## config.mk

```make
export PLATFORM = sky130hd
export DESIGN_NAME = gates_seq_ctrl
export DESIGN_NICKNAME = d
export VERILOG_FILES = /design/src/rtl/gates_seq_ctrl.sv
export SDC_FILE = /design/constraint.sdc
export NUM_CORES = 1
export LEC_CHECK = 0
export BUFFER_PORTS_ARGS = -buffer_cell sky130_fd_sc_hd__buf_2
export CAP_MARGIN = 25
export CORE_MARGIN = 4
export CORE_UTILIZATION = 45
export CTS_BUF_LIST = sky130_fd_sc_hd__clkbuf_2 sky130_fd_sc_hd__clkbuf_4 sky130_fd_sc_hd__clkbuf_8
export DETAILED_ROUTE_END_ITERATION = 7
export PLACE_DENSITY = 0.7
export SLEW_MARGIN = 20
export SYNTH_ARGS = -nofsm -noshare
export SYNTH_HDL_FRONTEND = slang
export SYNTH_SLANG_ARGS = --single-unit
```

## constraint.sdc

```tcl
create_clock -name clk -period 1.75 [get_ports clk]
set_clock_uncertainty 0.05 [all_clocks]
set_input_delay 0.175 -clock clk [delete_from_list [all_inputs] [get_ports clk]]
set_output_delay 0.175 -clock clk [all_outputs]
set_load 0.05 [all_outputs]
```

## src/rtl/gates_seq_ctrl.sv

```systemverilog
// Self-test sequencer for the two-input gates block: walks {a,b} through 00,01,10,11 and checks y1..y5.
// Optional first-mismatch capture is enabled by defining GATES_SEQ_FIRSTFAIL_EN.
module gates_seq_ctrl #(
  parameter int HOLD_CYCLES = 4
) (
  input  logic       clk,
  input  logic       rst,
  input  logic       start,
  input  logic [4:0] y_in,
  output logic       drv_a,
  output logic       drv_b,
  output logic       busy,
  output logic       done,
  output logic       pass,
  output logic [2:0] err_cnt,
  output logic [3:0] err_vec,
  output logic [1:0] vec_idx
`ifdef GATES_SEQ_FIRSTFAIL_EN
  ,
  output logic [6:0] first_fail,
  output logic [4:0] first_fail_y
`endif
);

  localparam int HC_W = $clog2(HOLD_CYCLES + 1);
  localparam logic [HC_W-1:0] HOLD_LAST = HC_W'(HOLD_CYCLES - 1);

  typedef enum logic [1:0] {
    IDLE   = 2'd0,
    APPLY  = 2'd1,
    SAMPLE = 2'd2,
    DONE   = 2'd3
  } state_t;

  state_t          state_q, state_d;
  logic [HC_W-1:0] cnt_q, cnt_d;
  logic [1:0]      idx_q, idx_d;
  logic [1:0]      drv_q, drv_d;
  logic            busy_q, busy_d;
  logic            done_q, done_d;
  logic            pass_q, pass_d;
  logic [2:0]      err_cnt_q, err_cnt_d;
  logic [3:0]      err_vec_q, err_vec_d;
  logic            mismatch;

  // Expected {y5,y4,y3,y2,y1} = {NOR,NAND,XOR,OR,AND} for vector {a,b}
  function automatic logic [4:0] exp_y(input logic [1:0] idx);
    logic [4:0] r;
    case (idx)
      2'd0:    r = 5'b11000;
      2'd1:    r = 5'b01110;
      2'd2:    r = 5'b01110;
      default: r = 5'b00011;
    endcase
    return r;
  endfunction

  assign mismatch = (y_in != exp_y(idx_q));

  always_comb begin
    state_d   = state_q;
    cnt_d     = cnt_q;
    idx_d     = idx_q;
    drv_d     = drv_q;
    busy_d    = busy_q;
    done_d    = 1'b0;
    pass_d    = pass_q;
    err_cnt_d = err_cnt_q;
    err_vec_d = err_vec_q;
    case (state_q)
      IDLE: begin
        drv_d  = 2'b00;
        busy_d = 1'b0;
        if (start) begin
          state_d   = APPLY;
          idx_d     = 2'd0;
          cnt_d     = '0;
          busy_d    = 1'b1;
          pass_d    = 1'b0;
          err_cnt_d = 3'd0;
          err_vec_d = 4'd0;
        end
      end
      APPLY: begin
        cnt_d = cnt_q + 1'b1;
        if (cnt_q == HOLD_LAST) begin
          state_d = SAMPLE;
        end
      end
      SAMPLE: begin
        if (mismatch) begin
          err_vec_d[idx_q] = 1'b1;
          err_cnt_d        = err_cnt_q + 3'd1;
        end
        if (idx_q == 2'd3) begin
          // pass reflects the final vector's result, which lands on this same edge
          state_d = DONE;
          done_d  = 1'b1;
          pass_d  = (err_cnt_d == 3'd0);
        end else begin
          state_d = APPLY;
          idx_d   = idx_q + 2'd1;
          cnt_d   = '0;
          drv_d   = idx_q + 2'd1;
        end
      end
      DONE: begin
        state_d = IDLE;
        busy_d  = 1'b0;
        drv_d   = 2'b00;
      end
      default: state_d = IDLE;
    endcase
  end

  always_ff @(posedge clk or posedge rst) begin
    if (rst) begin
      state_q   <= IDLE;
      cnt_q     <= '0;
      idx_q     <= 2'd0;
      drv_q     <= 2'b00;
      busy_q    <= 1'b0;
      done_q    <= 1'b0;
      pass_q    <= 1'b0;
      err_cnt_q <= 3'd0;
      err_vec_q <= 4'd0;
    end else begin
      state_q   <= state_d;
      cnt_q     <= cnt_d;
      idx_q     <= idx_d;
      drv_q     <= drv_d;
      busy_q    <= busy_d;
      done_q    <= done_d;
      pass_q    <= pass_d;
      err_cnt_q <= err_cnt_d;
      err_vec_q <= err_vec_d;
    end
  end

  assign drv_a   = drv_q[1];
  assign drv_b   = drv_q[0];
  assign busy    = busy_q;
  assign done    = done_q;
  assign pass    = pass_q;
  assign err_cnt = err_cnt_q;
  assign err_vec = err_vec_q;
  assign vec_idx = idx_q;

`ifdef GATES_SEQ_FIRSTFAIL_EN
  logic       ff_vld_q, ff_vld_d;
  logic [1:0] ff_idx_q, ff_idx_d;
  logic [4:0] ff_y_q, ff_y_d;

  // Only the first mismatching sample of a run is kept
  always_comb begin
    ff_vld_d = ff_vld_q;
    ff_idx_d = ff_idx_q;
    ff_y_d   = ff_y_q;
    if (state_q == IDLE && start) begin
      ff_vld_d = 1'b0;
      ff_idx_d = 2'd0;
      ff_y_d   = 5'd0;
    end else if (state_q == SAMPLE && mismatch && !ff_vld_q) begin
      ff_vld_d = 1'b1;
      ff_idx_d = idx_q;
      ff_y_d   = y_in;
    end
  end

  always_ff @(posedge clk or posedge rst) begin
    if (rst) begin
      ff_vld_q <= 1'b0;
      ff_idx_q <= 2'd0;
      ff_y_q   <= 5'd0;
    end else begin
      ff_vld_q <= ff_vld_d;
      ff_idx_q <= ff_idx_d;
      ff_y_q   <= ff_y_d;
    end
  end

  assign first_fail   = {ff_vld_q, ff_idx_q, 4'b0000};
  assign first_fail_y = ff_y_q;
`endif

endmodule
```

==> After elaboration in Yosys (flattened, before gate mapping) <==
Cells that the tools add are included.
{ "word_totals": {"output_inout_bits": 14, "reg_bits": 19, "input_bits": 8} }
{ "op_classes": {"bitwise_logic": 1, "magnitude_cmp": 2, "mux": 27, "eq_ne": 13, "n_addsub": 3, "n_reduce_logical": 17} }
{ "ops": {"columns": ["op", "n"], "rows": [
  ["3-bit two-way mux", 4],
  ["3-bit AND reduction", 4],
  ["2-bit two-way mux", 5],
  ["2-bit inequality test (second input constant)", 5],
  ["5-bit one-hot mux with 2 select lines", 1],
  ["3-bit one-hot mux with 3 select lines", 1],
  ["2-bit equality test (second input constant)", 4],
  ["4-bit two-way mux", 2],
  ["2-bit one-hot mux with 2 select lines", 2],
  ["2-bit one-hot mux with 4 select lines", 1],
  ["4-bit one-hot mux with 2 select lines", 1],
  ["3-bit by 1-bit adder with 3-bit output (second input constant)", 2],
  ["1-bit two-way mux", 6],
  ["3-bit one-hot mux with 2 select lines", 1],
  ["2-bit AND reduction", 3],
  ["2-bit nonzero test", 3],
  ["5-bit inequality test", 1],
  ["2-bit by 1-bit equality test with 1-bit output (second input constant)", 2],
  ["2-bit logical NOT", 2],
  ["4-bit OR", 1],
  ["1-bit one-hot mux with 2 select lines", 2],
  ["2-bit OR reduction", 2],
  ["3-bit by 2-bit equality test with 1-bit output (second input constant)", 1],
  ["3-bit logical NOT", 1],
  ["other kinds (6)", 6]
]} }

==> Longest topological paths before layout <==
Gate-level depths: netlist of run 1.
{ "logic_depth": {"word_depth": 9, "ltp_mapped": 7, "mapped_depth_nobuf": 7} }

==> Worst setup path after synthesis of run 1 <==
OpenSTA, ideal clock, no wires.
{ "synth_path": {"kind": "register to register", "from": "register idx_q[0], in the netlist vec_idx[0]", "to": "register err_cnt_q[2], in the netlist err_cnt[2]", "t_arrival_ps": 2053, "path_stages_with_launch": 7, "path_slack_ps": -479, "n_path_buf": 0, "required_time_ps": 1574, "synth_period_minus_slack_ps": 2229, "cell_sequence": "dfrtp_1 -> inv_1 -> ha_1 -> xnor2_1 -> o221ai_2 -> and3_4 -> a221o_1"} }
{ "synth_via": {"elab_chain_cells": 7, "elab_cells_between_ends": 9} }
{ "synth_lines": {"columns": ["element", "line_no", "rtl"], "rows": [
  ["start: declaration", "37", "logic [1:0] idx_q, idx_d;"],
  ["start signal: assignment", "130", "idx_q <= idx_d;"],
  ["2-bit equality test / 2-bit by 1-bit equality test with 1-bit output (equally long branches)", "49", "case (idx)"],
  ["2-bit OR reduction (no source line)", null, null],
  ["5-bit one-hot mux with 2 select lines *", "49", null],
  ["5-bit inequality test *", "58", "assign mismatch = (y_in != exp_y(idx_q));"],
  ["3-bit two-way mux *", "91", "if (mismatch) begin"],
  ["3-bit two-way mux *", "70", "case (state_q)"],
  ["3-bit one-hot mux with 2 select lines *", "70", null],
  ["end signal: assignment", "135", "err_cnt_q <= err_cnt_d;"],
  ["end: declaration", "42", "logic [2:0] err_cnt_q, err_cnt_d;"]
]} }
Every way passes the cells marked *; elsewhere a longest branch is shown, timed or not. The select of a mux whose other input is x is not followed.
A chain may end at the register's enable or synchronous reset.

==> Worst setup path in the final report of run 1 <==
Same ends and word-level chain as after synthesis.

==> results of run 1 <==
tightest hold or removal path, stage by stage:
cell,delay (ns)
buf_2,0.15
nand2_1,0.07
o21ai_0,0.06
through the flow:
stage                     hold slack [ns]  util (%)  setup WS (ns)  std cells  TNS (ns)
after floorplan                    0.0760         -         -0.132        105    -0.390
after global placement              0.259      59.7         0.0714        166         0
after detailed placement            0.273      59.7         0.0203        166         0
after CTS                           0.120      61.8        0.00541        171         0
after global routing                0.142      65.2        -0.0227        174   -0.0414
final                               0.143      65.2         0.0406        174         0
sequential cells by signal (all words and copies together), names as in the netlist:
name     count
drv_q        2
busy         1
cnt_q        3
vec_idx      2
state_q      2
pass         1
done         1
err_vec      4
err_cnt      3
cell usage in the layout (no fill, tap or decap), types with 2 or more instances in the layout:
| cell | count |
|---|---|
| buf_2 | 21 |
| dfrtp_1 | 17 |
| buf_4 | 15 |
| nand2_1 | 11 |
| ha_1 | 10 |
| inv_1 | 8 |
| o21ai_0 | 8 |
| a21oi_1 | 6 |
| a22o_1 | 4 |
| clkbuf_4 | 4 |
| nand2b_1 | 3 |
| o21ai_1 | 3 |
| nor2_1 | 3 |
| mux2i_1 | 3 |
| and3b_1 | 2 |
| nor3b_4 | 2 |
| inv_2 | 2 |
| a32o_1 | 2 |
| nor2b_1 | 2 |
| dfrtp_2 | 2 |
Yosys cell counts (2+ instances only):
master | number | area [um^2]
nor2_1 | 3 | 11.3
or3_1 | 2 | 12.5
a32o_1 | 2 | 20.0
a22o_1 | 4 | 35.0
and3b_1 | 2 | 17.5
nor2b_1 | 3 | 18.8
inv_1 | 10 | 37.5
mux2i_1 | 3 | 30.0
dfrtp_1 | 19 | 475
ha_1 | 12 | 150
nand2b_1 | 3 | 18.8
nand2_1 | 11 | 41.3
o21ai_0 | 11 | 55.1
a21oi_1 | 6 | 30.0
logic make-up (layout without fill, tap and decap cells):
| group | after synthesis | count (layout) | synth area share (%) |
|---|---|---|---|
| muxes | 3 | 3 | 2.80 |
| AOI/OAI and AO/OA | 30 | 30 | 18.8 |
| adders and majority gates | 12 | 12 | 14.0 |
| buffers and inverters | 10 | 51 | 3.50 |
| DFF | 19 | 19 | 44.3 |
| and+or+nand+nor | 30 | 30 | 15.9 |
| xor gates and xnor gates | 1 | 1 | 0.816 |
layout make-up:
cell class	count	area [um^2]	area share, %
Multi-Input combinational cell	76	647	44.5
Sequential cell	19	478	32.8
Timing Repair Buffer	37	228	15.6
Inverter	10	37.5	2.58
Tap cell	28	35.0	2.41
Clock buffer	4	30.0	2.06
worst max path at each step:
| stage | from | end | slack, ns | cells after the start |
|---|---|---|---|---|
| 2_1_floorplan | vec_idx[0] | err_cnt[2] | -0.13 | 6 |
| 3_3_place_gp | vec_idx[1] | err_cnt[2] | 0.07 | 6 |
| 3_5_place_dp | vec_idx[1] | err_cnt[2] | 0.02 | 6 |
| 4_1_cts | vec_idx[1] | err_cnt[2] | 0.005 | 6 |
| 5_1_grt | vec_idx[0] | err_cnt[2] | -0.02 | 6 |
| 6_report | vec_idx[0] | err_cnt[2] | 0.04 | 6 |
power breakdown:
part	total, uW	internal (uW)	leakage (uW)	switching (uW)
clock	233	104	0.0000184	129
sequential	704	593	0.000247	111
combinational	1730	693	0.000491	1040
per-layer routing:
layer	global-route usage (%)	vias to the layer above	routed length, um	part of all wire, %
li1	-	453	-	-
met2	26.4	24	1220	50
met5	0	-	0	0
met3	2.76	4	118	4.8
met1	19.2	459	1070	44
met4	5.96	0	28	1.1
repair_timing:
action / CTS / global route
buffers inserted: 0 / 3
pin swaps: 0 / 2
resized for setup: 1 / 11
cloned: 0 / 0
hold endpoints to repair: 19 / 0
endpoints found under the setup margin: 1 / 11
hold buffers: 1 / 0
==> flow_summary.ini, run 1 <==
[timing]
timing.fmax_mhz = 585
tightest_slew_ns = 0.698
grt_setup_unrepaired = yes
relSlewSlack_pct = 53.4
period_minus_slack_ns = 1.71
setup_viol = 0
slew_violations = 0
final_hold_viol_count = 0
fin_crit_sh_pct = 97.7

[clock_tree]
cts_buffers = 3
tritoncts = yes
clock_path_buffers = 2
cts_root_buffer = clkbuf_4
clock-sinks = 19
path_clk_slew_ns = 0.10
clock_latency_ns = 0.29
htreeDepth = 1

[global_route]
grt_usage_pct = 15.5
grt_pass1_wl_mm = 3.97
grt_overflow_total = 0
first_global_vias = 899
grt_max_degree = 20
antenna_found_initial = 0

[setup_path]
r2r-start = vec_idx[0]
r2r-end = err_cnt[2]
cpPeakStageDelay_ns = 0.45
cp_slowest_cell = dfrtp_2
r2r_cells = 6
r2r_slack_ns = 0.04
startpoint_type = flip-flop
path_max_fanout = 5
cp.arrival_ns = 1.85
crit_required_ns = 1.89
path_buf_inv = 1
path_delay_family = flip-flops
worstPathCellList = inv_2 -> ha_4 -> and3b_1 -> o221ai_4 -> and3_4 -> a221o_1
critPathCaptureType = flip-flop
crit_type = flip-flop to flip-flop

[floorplan]
initial_utilization_pct = 48.1
num_rows = 17
die_width_um = 56.8
dieArea_um2 = 3230
core_area_um2 = 2230
fp.dieH_um = 56.8
io_pins = 22

[worst_hold_path]
hold_end = busy
hp-start = start
worstHoldPathCells = 3
hold_path.class = input pin to flip-flop

[final_layout]
syn_to_final_growth_pct = 35.5
drive_gt1_share_pct = 37.7
postLayoutCellArea_um2 = 1460
diodes = 0
num-fill-cells = 178
nets = 167

[pwr]
leakage_uw = 0.000757
p_total_uw = 2670
cellPowerDensity_nw_per_um2 = 1840
ir_worst_vdd_v = 0.00108

[drt]
avgRoutedWirePerCell_um = 14.0
via_per_inst = 5.40
drt_first_pass_iters = 5
wirelength_mm = 2.44
ant_nets = 0
drt_iter0_drc = 27
drcViolationCount = 0
vias = 940

[job]
max_cap_viol_count = 0

[placed_design]
port_buffers = 21
dpl.hpwl_mm = 1.87
place.gp.congestion = 0.785
dpl-instance-area_um2 = 1330

[synthesis]
ys_ff_latch = 19
yosysWarnings = 0
synth-edff-count = 0
syn_area_um2 = 1070
ys_types = 28
async_flop_share_pct = 100
syn_nets = 125
seq_area_frac_synth_pct = 44.3
synthCells = 105
syn_area_per_cell_um2 = 10.2
synth_flop_cell = dfrtp_1

[outcome]
status = complete, no violations
(Power assumes the default switching activity.)
==> run 2, diff against run 1 <==
--- a/config.mk
+++ b/config.mk
@@ -7,6 +7,7 @@
 export LEC_CHECK = 0
 export BUFFER_PORTS_ARGS = -buffer_cell sky130_fd_sc_hd__buf_2
 export CAP_MARGIN = 25
+export CORE_ASPECT_RATIO = 1.4
 export CORE_MARGIN = 4
 export CORE_UTILIZATION = 45
 export CTS_BUF_LIST = sky130_fd_sc_hd__clkbuf_2 sky130_fd_sc_hd__clkbuf_4 sky130_fd_sc_hd__clkbuf_8
==> run 2 against run 1 <==
Core utilization shrank 0.88 points. Routed wire length shrank 6.1%. Clock-buffer cell count shrank 1.
==> flow_summary.ini, run 2 (synthesized netlist as in run 1, its figures left out) <==
[outcome]
status = complete, no violations

[clock_tree]
path_clk_slew_ns = 0.12
cts_buffers = 3
clock_latency_ns = 0.31
clock_path_buffers = 2
htreeDepth = 1
clock-sinks = 19
cts_root_buffer = clkbuf_4
tritoncts = yes

[timing]
final_hold_viol_count = 0
relSlewSlack_pct = 74.5
grt_setup_unrepaired = yes
period_minus_slack_ns = 1.69
setup_viol = 0
fin_crit_sh_pct = 96.6
timing.fmax_mhz = 591
tightest_slew_ns = 0.382
hold_ws_ns = 0.147
slew_violations = 0

[setup_path]
r2r_slack_ns = 0.06
r2r_cells = 7
cpPeakStageDelay_ns = 0.43
worstPathCellList = inv_2 -> ha_4 -> and3b_1 -> o221ai_2 -> buf_4 -> mux2i_1 -> o31ai_1
startpoint_type = flip-flop
crit_required_ns = 1.93
crit_type = flip-flop to flip-flop
critPathLaunch = vec_idx[1]
cp.arrival_ns = 1.87
r2r-end = pass
critPathCapture = pass
cp_slowest_cell = dfrtp_2
critPathCaptureType = flip-flop
path_max_fanout = 6
r2r-start = vec_idx[1]

[placed_design]
dpl.hpwl_mm = 1.85
placed_cells_incl_taps = 161
port_buffers = 21
place.gp.congestion = 0.831

[drt]
avgRoutedWirePerCell_um = 13.3
wirelength_mm = 2.29
via_per_inst = 5.40
drcViolationCount = 0
ant_nets = 0
drt_iter0_drc = 12
vias = 929
drt_first_pass_iters = 4

[final_layout]
finalNonFillerCells = 172
final_cell_mix = buf_2 (21), buf_4 (19), dfrtp_1 (17), nand2_1 (11), ha_1 (10)
drive_gt1_share_pct = 39.3
syn_to_final_growth_pct = 33.3
largest_register_ffs = 4
nets = 171
diodes = 0
layout_commonest_cell = buf_2

[worst_hold_path]
hold_path.class = input pin to flip-flop

[floorplan]
num_rows = 20
core_area_um2 = 2230
dieArea_um2 = 3240
io_pins = 22
fp.dieH_um = 65.8
die_width_um = 49.3
initial_utilization_pct = 48.2

[job]
max_cap_viol_count = 0

[pwr]
leakage_uw = 0.000757
cellPowerDensity_nw_per_um2 = 1800
ir_worst_vdd_v = 0.000927
p_total_uw = 2570

[global_route]
first_global_vias = 955
antenna_found_initial = 0
grt_max_degree = 12
grt_overflow_total = 0
grt_pass1_wl_mm = 3.99
grt_usage_pct = 16.1
[run 2: final cells by class]
cell class              count  area (um^2)
fillers                   198          796
multi-input cells          76          603
flip-flops and latches     19          478
repair buffers             41          258
inverters                  10         37.5
well taps                  22         27.5
clock buffers               3         22.5
clock inverters             1         5.00
[run 2: report_power, final]
part / internal (uW) / switching (uW) / leakage (uW)
registers: 593 / 106 / 0.000247
clock network: 85.4 / 138 / 0.0000177
logic: 663 / 988 / 0.000492
[run 2: worst min-delay path by stage]
stage               start       end  slack, ns  depth (start not counted)
floorplan             rst      busy       0.08                          1
global placement      rst  cnt_q[2]       0.11                          2
detailed placement    rst  cnt_q[2]       0.12                          2
CTS                 start      busy       0.13                          3
global route        start      busy       0.16                          3
finish              start      busy       0.15                          3
[run 2: per-layer routing]
metal  GRT usage (%)  share of wire (%)
met1            16.8                 41
met2            30.0                 53
met3            3.16                3.1
met4            8.54                2.5
met5               0                  0
[run 2: metrics by stage]
step	area (um^2)	worst slack, ns	util (%)	TNS, ns
after floorplan	1100	-0.132	-	-0.390
after detailed placement	1330	0.0488	59.9	0
after global placement	1330	0.0643	59.9	0
final	1430	0.0590	64.3	0
after CTS	1370	0.00825	61.6	0
after global routing	1430	-0.0418	64.3	-0.0814
[run 2: worst max-delay path: cells and delay by family, from the launching register on]
kind	cells	cell delay (ns)
AOI/OAI and AO/OA	2	0.49
DFF	1	0.43
buffers and inverters	2	0.24
and+or+nand+nor	1	0.17
adders and majority gates	1	0.16
muxes	1	0.07
[run 2: repair_timing]
item	4_1_cts	5_1_grt
resized for setup	0	8
setup buffers	0	6
hold buffers	1	0
setup endpoints to repair	0	11
endpoints found under the hold margin	9	0
